**src/rtl/run_pattern_pkg.sv**
```systemverilog
// Shared types and constants for the run pattern generator and its
// reference run-detector model.
package run_pattern_pkg;

    // Default width of run_len, gap_len, bursts and their counters.
    localparam int RP_CNT_W = 4;

    // Number of consecutive ones the detector looks for; also the
    // depth of the history register behind exp_y.
    localparam int RUN_DET_LEN = 3;

    typedef enum logic [1:0] {
        IDLE = 2'd0,
        RUN  = 2'd1,
        GAP  = 2'd2
    } rp_state_t;

endpackage

```
**src/rtl/run_detect_model.sv**
```systemverilog
// Golden model of the consecutive-ones run detector.
// Ports: clk, rst (sync, active-high), x (serial bit in),
//        exp_y (1 when the last RUN_DET_LEN samples of x were all 1).
module run_detect_model
    import run_pattern_pkg::*;
(
    input  logic clk,
    input  logic rst,
    input  logic x,
    output logic exp_y
);

    logic [RUN_DET_LEN-1:0] hist_q;
    logic [RUN_DET_LEN-1:0] hist_d;

    // Newest sample enters at bit 0; keeps shifting at all times so
    // the prediction drains naturally once x drops.
    always_comb begin
        hist_d = {hist_q[RUN_DET_LEN-2:0], x};
    end

    always_ff @(posedge clk) begin
        if (rst) begin
            hist_q <= '0;
        end else begin
            hist_q <= hist_d;
        end
    end

    assign exp_y = &hist_q;

endmodule

```
**src/rtl/run_pattern_gen.sv**
```systemverilog
// Serial pattern source: bursts x (run_len ones + gap_len zeros).
// Ports: clk, rst, start, run_len, gap_len, bursts in;
//        x, busy, done, exp_y (predicted detector output) out.
module run_pattern_gen
    import run_pattern_pkg::*;
#(
    parameter int CNT_W = RP_CNT_W
)(
    input  logic             clk,
    input  logic             rst,
    input  logic             start,
    input  logic [CNT_W-1:0] run_len,
    input  logic [CNT_W-1:0] gap_len,
    input  logic [CNT_W-1:0] bursts,
    output logic             x,
    output logic             busy,
    output logic             done,
    output logic             exp_y
);

    rp_state_t        state_q, state_d;
    logic [CNT_W-1:0] run_q, run_d;
    logic [CNT_W-1:0] gap_q, gap_d;
    logic [CNT_W-1:0] cnt_q, cnt_d;
    logic [CNT_W-1:0] bcnt_q, bcnt_d;
    logic             x_q, x_d;
    logic             busy_q, busy_d;
    logic             done_q, done_d;
    logic             empty;

    // Zero-length pattern: no bursts, or bursts of nothing.
    assign empty = (bursts == '0) ||
                   ((run_len == '0) && (gap_len == '0));

    // cnt_q holds the cycles left in the current phase, including the
    // current one; bcnt_q holds bursts left, including the current one.
    // Phases of length zero are skipped, so neither counter wraps.
    always_comb begin
        state_d = state_q;
        run_d   = run_q;
        gap_d   = gap_q;
        cnt_d   = cnt_q;
        bcnt_d  = bcnt_q;
        done_d  = 1'b0;

        unique case (state_q)
            IDLE: begin
                if (start) begin
                    run_d  = run_len;
                    gap_d  = gap_len;
                    bcnt_d = bursts;
                    if (empty) begin
                        done_d = 1'b1;
                    end else if (run_len != '0) begin
                        state_d = RUN;
                        cnt_d   = run_len;
                    end else begin
                        state_d = GAP;
                        cnt_d   = gap_len;
                    end
                end
            end
            RUN: begin
                if (cnt_q > CNT_W'(1)) begin
                    cnt_d = cnt_q - CNT_W'(1);
                end else if (gap_q != '0) begin
                    state_d = GAP;
                    cnt_d   = gap_q;
                end else if (bcnt_q > CNT_W'(1)) begin
                    bcnt_d = bcnt_q - CNT_W'(1);
                    cnt_d  = run_q;
                end else begin
                    state_d = IDLE;
                    done_d  = 1'b1;
                end
            end
            GAP: begin
                if (cnt_q > CNT_W'(1)) begin
                    cnt_d = cnt_q - CNT_W'(1);
                end else if (bcnt_q > CNT_W'(1)) begin
                    bcnt_d = bcnt_q - CNT_W'(1);
                    if (run_q != '0) begin
                        state_d = RUN;
                        cnt_d   = run_q;
                    end else begin
                        cnt_d = gap_q;
                    end
                end else begin
                    state_d = IDLE;
                    done_d  = 1'b1;
                end
            end
            default: begin
                state_d = IDLE;
            end
        endcase

        // Outputs are registered copies of the next state.
        x_d    = (state_d == RUN);
        busy_d = (state_d != IDLE);
    end

    always_ff @(posedge clk) begin
        if (rst) begin
            state_q <= IDLE;
            run_q   <= '0;
            gap_q   <= '0;
            cnt_q   <= '0;
            bcnt_q  <= '0;
            x_q     <= 1'b0;
            busy_q  <= 1'b0;
            done_q  <= 1'b0;
        end else begin
            state_q <= state_d;
            run_q   <= run_d;
            gap_q   <= gap_d;
            cnt_q   <= cnt_d;
            bcnt_q  <= bcnt_d;
            x_q     <= x_d;
            busy_q  <= busy_d;
            done_q  <= done_d;
        end
    end

    run_detect_model u_model (
        .clk   (clk),
        .rst   (rst),
        .x     (x_q),
        .exp_y (exp_y)
    );

    assign x    = x_q;
    assign busy = busy_q;
    assign done = done_q;

endmodule

```
**config.mk**
```make
export PLATFORM = sky130hd
export DESIGN_NAME = run_pattern_gen
export DESIGN_NICKNAME = d
export VERILOG_FILES = /design/src/rtl/run_pattern_pkg.sv /design/src/rtl/run_detect_model.sv /design/src/rtl/run_pattern_gen.sv
export SDC_FILE = /design/constraint.sdc
export NUM_CORES = 1
export LEC_CHECK = 0
export BUFFER_PORTS_ARGS = -buffer_cell sky130_fd_sc_hd__buf_4
export CORE_UTILIZATION = 57
export DETAILED_ROUTE_END_ITERATION = 10
export HOLD_SLACK_MARGIN = 0.06
export PLACE_DENSITY = 0.78
export SYNTH_ARGS = -nofsm -noshare
export SYNTH_HDL_FRONTEND = slang
export SYNTH_HIERARCHICAL = 1
export SYNTH_SLANG_ARGS = --single-unit
```
**constraint.sdc**
```tcl
create_clock -name clk -period 2.08 [get_ports clk]
set_input_delay 0.104 -clock clk [delete_from_list [all_inputs] [get_ports clk]]
set_output_delay 0.104 -clock clk [all_outputs]
set_load 0.01 [all_outputs]
```
Word level (Yosys, flattened, before mapping) --
Cells that the tools add are included.
Operators by class: magnitude comparators 2, reduce and logical (&&, ||, !) cells 15, muxes and demuxes 33, add/subtract/negate cells 2, equality and inequality tests 10
Operators with widths (count):
- 4-bit two-way mux | 14
- 4-bit case mux with 3 select lines | 2
- 2-bit two-way mux | 9
- 4-bit logical NOT | 3
- 4-bit nonzero test | 3
- 2-bit inequality test (second input constant) | 5
- 5-bit AND reduction | 2
- 4-bit by 1-bit > comparator with 1-bit output (second input constant) | 2
- 4-bit by 1-bit subtractor with 4-bit output (second input constant) | 2
- 1-bit two-way mux | 6
- 2-bit case mux with 3 select lines | 1
- 2-bit by 1-bit equality test with 1-bit output (second input constant) | 2
- 4-bit inequality test (second input constant) | 1
- 3-bit inequality test (second input constant) | 1
- 1-bit case mux with 3 select lines | 1
- 3-bit AND reduction | 1
- 3-bit nonzero test | 1
- 2-bit equality test (second input constant) | 1
- 2-bit logical NOT | 1
- 2-bit AND reduction | 1
- 2-bit nonzero test | 1
- 1-bit logical AND | 1
- 1-bit logical OR | 1
Storage, ports and cells: input bits 15, flip-flop bits (word level) 24

Depth between registers and ports, before layout --
depth in word-level cells 7, gate-level depth with buffers 8

Hierarchy --
Netlist, hierarchy kept.
By module, submodules not included:
- run_pattern_gen | cells each 179, seq. area each 420.4 sq um, instances 1, area an instance 1462.7 sq um
- run_detect_model | cells each 7, seq. area each 60.1 sq um, instances 1, area an instance 85.1 sq um

Worst setup path after synthesis --
OpenSTA, ideal clock, no wires.
path type register to register, start point register bcnt_q[0], end point register bcnt_q[3], clock period less this slack 1893 ps, path slack 187 ps, path buffers 0, arrival time 1761 ps, cell stages (with the launch flop) 8, cells stage by stage dfxtp_1 -> inv_1 -> ha_1 -> or2_2 -> and2_1 -> a2111o_1 -> o21ai_0 -> a21oi_1
On the way: cells in the longest elaborated chain, start to end 5, elaborated cells between the ends (all ways) 7
RTL lines:
- from (decl) | line run_pattern_gen.sv:25 | logic [CNT_W-1:0] bcnt_q, bcnt_d;
- from (signal assigned) | line run_pattern_gen.sv:118 | bcnt_q <= bcnt_d;
- 4-bit by 1-bit subtractor with 4-bit output or 4-bit by 1-bit > comparator with 1-bit output (tied branches)
- 4-bit two-way mux (*) | line run_pattern_gen.sv:69, run_pattern_gen.sv:80
- 4-bit two-way mux | line run_pattern_gen.sv:66 | end else if (gap_q != '0) begin
- 4-bit two-way mux | line run_pattern_gen.sv:64 | if (cnt_q > CNT_W'(1)) begin
- 4-bit case mux with 3 select lines (*) | line run_pattern_gen.sv:46 | unique case (state_q)
Every way passes the cells marked *; elsewhere a longest branch is shown, timed or not. The select of a mux whose other input is x is not followed. A chain may end at the register's enable or synchronous reset.

Final worst setup path --
start point register bcnt_q[0], end point register bcnt_q[0]
Same word-level chain as after synthesis.

==> reports/metrics.yaml <==
finish:
  fin_area_sq_mm: 0.00185
  finalNetCount: 238
  layoutNonFillerInstCount: 244
  antenna_cells: 0
  area_growth_pct: 19.5
  drive_gt1_share_pct: 24.8
yosys:
  ys_types: 41
  synth_seq_area_share_pct: 31.0
  synthCells: 186
  synth.area.top_cells: "dfxtp_1, a21oi_1, ha_1, nor3_1, nand2_1"
  syn-num-nets: 209
  synth_most_common_cell: "dfxtp_1"
  async_reset_ff_share_pct: 0
  ys.flop_type: "dfxtp_1"
  ys_warn_count: 6
  synth_edf_count: 0
  yosys.area.top_type: "dfxtp_1"
  netlist_area_sq_mm: 0.00155
  synth_top_area_share_pct: 31.0
  syn_avg_cell_area_sq_um: 8.32
  synth_common_cells: "dfxtp_1, a21oi_1, nor3_1"
  ys_ff_latch: 24
clock_tree:
  clkTransAtPathRegs_ns: 0.14
  htreeDepth: 1
  cts_sinks: 24
  root_buffer: "clkbuf_4"
  numCtsBuffers: 3
  cts_tree: "done"
  insertion_delay_ns: 0.32
  cts.path.max_buffers: 2
timing:
  worst_pin_slew_ns: 0.543
  hold_viol: 0
  relSlewSlack_pct: 63.4
  max_freq_ghz: 0.495
  totalNegativeSetupSlack_ns: 0
  fin_crit_sh_pct: 97.2
  finalSetupViolCount: 0
  slew_viol_final: 0
  min_period_ns: 2.02
  skew_ns: 0.00123
drt:
  wl_per_cell_um: 16.1
  via_per_inst: 6.32
  firstDrtPassIters: 4
  drt_wl_total_mm: 3.93
  drc: 0
  dr_total_vias: 1543
  drt-initial-drc-count: 75
  ant_nets: 0
placed_design:
  gp_congestion: 0.897
  port_buffers: 18
  dp_hpwl_mm: 2.92
  place_area_sq_mm: 0.00174
  dp_cells: 234
floorplan:
  dieWidth_um: 54.1
  rows: 18
  io_pins: 19
  coreArea_sq_mm: 0.00252
  start_util_pct: 61.4
  die_h_um: 54.1
  dieArea_sq_mm: 0.00293
power_and_ir_drop:
  vdd_drop_max_uv: 720
  leakagePower_nw: 0.705
  p_per_area_mw_per_mm2: 881
critical_path:
  cp_num_buf_inv: 1
  cp_top_family: "compound AO/OA/AOI/OAI gates"
  crit_fanout: 5
  cp_cell_sequence: "inv_1 > ha_1 > or2_2 > and2_1 > a2111o_1 > o21ai_0 > a21oi_1"
  slowest_stage: "a2111o_1"
  crit_type: "flop to flop"
  cp-end-kind: "flop"
  cp.required_ns: 2.31
  arrival_ns: 2.25
  max_stage_delay_ns: 0.45
  cp-start-kind: "flop"
global_routing:
  grt_pass1_wl_mm: 6.42
  grt.total_usage_pct: 30.1
  grt_pass1_vias: 1439
  grt_max_degree: 24
  grt_overflow: 0
  antenna_found_initial: 0
worst_hold_path:
  holdCritPathClass: "primary input to flop"
outcome:
  outcome: "completed"
run:
  drv_cap: 0
layout make-up:
cell class                      instances  area, sq um
Sequential cell                        24          485
Fill cell                             201          673
Tap cell                               30         37.5
Clock buffer                            4         36.3
Timing Repair Buffer                   31          245
Multi-Input combinational cell        142          996
Inverter                               13         48.8
power breakdown:
part | total (mW) | switching, mW | internal (mW)
sequential | 0.613 | 0.0798 | 0.533
combinational | 0.759 | 0.422 | 0.337
clock | 0.256 | 0.149 | 0.107
total | 1.63 | 0.651 | 0.978
through the flow:
step | setup slack (ns) | hold slack [ns] | utilization [%] | power, mW
after floorplan | 0.187 | 0.176 | - | 1.12
after global placement | 0.143 | 0.384 | 69.1 | 1.30
after detailed placement | 0.0314 | 0.394 | 69.1 | 1.33
after CTS | 0.00197 | 0.0643 | 72.6 | 1.59
after global routing | -0.0255 | 0.0626 | 73.3 | 1.74
final | 0.0583 | 0.0653 | 73.3 | 1.63
cell usage in the layout, fill, tap and decap left out, types with 2 or more instances in the layout:
cell	count
a21oi_1	21
o21ai_1	3
o22ai_1	3
nor3_1	15
nor2b_1	5
o211ai_1	2
nor4_1	3
nand3_1	9
a32o_1	3
mux2_2	2
dfxtp_1	22
or2_2	5
dlygate4sd3_1	5
nor4b_1	4
nor2_2	2
o31a_1	4
buf_4	26
a211oi_1	3
o221ai_1	4
nor2_1	7
o21ai_0	5
ha_1	7
inv_1	12
and3_1	2
clkbuf_4	3
nand2_1	14
a21oi_2	2
flip-flops by register name, summed over array words and instances, names as in the netlist:
| signal | count |
|---|---|
| bcnt_q | 4 |
| gap_q | 4 |
| u_model/hist_q | 3 |
| x | 1 |
| run_q | 4 |
| done | 1 |
| busy | 1 |
| cnt_q | 4 |
| state_q | 2 |
metal layers:
metal / track usage (%) / vias up / wire length [um]
met5: 0 / - / 0
met4: 6.84 / 0 / 29
met3: 3.39 / 5 / 266
met2: 51.9 / 67 / 1900
met1: 39.9 / 717 / 1730
li1: - / 754 / -
cells by family (layout without fill, tap and decap cells):
family          after synthesis  count (layout)  synth area share, %
flops                        24              24                 31.0
fa+ha+maj                     8               8                 6.47
buf+inv                      20              48                 5.01
mux                           3               3                 2.10
compound gates               58              58                 28.1
simple gates                 73              73                 27.2
worst paths after layout:
| kind | from | end | slack (ns) | cells after the start |
|---|---|---|---|---|
| worst max register to register | bcnt_q[0]$_SDFFE_PP0P_ | bcnt_q[0]$_SDFFE_PP0P_ | 0.06 | 7 |
| worst min register to register | x$_SDFF_PP0_ | u_model/hist_q[0]$_SDFF_PP0_ | 0.47 | 1 |
| worst min-delay path | run_len[3] | run_q[3]$_SDFFE_PP0P_ | 0.07 | 3 |
| worst max-delay path | bcnt_q[0]$_SDFFE_PP0P_ | bcnt_q[0]$_SDFFE_PP0P_ | 0.06 | 7 |
worst register-to-register path: stages (launching register included):
cell,delay [ns]
dfxtp_4,0.39
inv_1,0.07
ha_1,0.23
or2_2,0.31
and2_1,0.21
a2111o_1,0.45
o21ai_0,0.21
a21oi_1,0.06
timing repair:
action                                  4_1_cts  5_1_grt
endpoints found under the setup margin        0        8
resized for setup                             0        9
endpoints found under the hold margin         5        0
hold buffers                                  5        0
setup buffers                                 0        1
(Power assumes the default switching activity.)
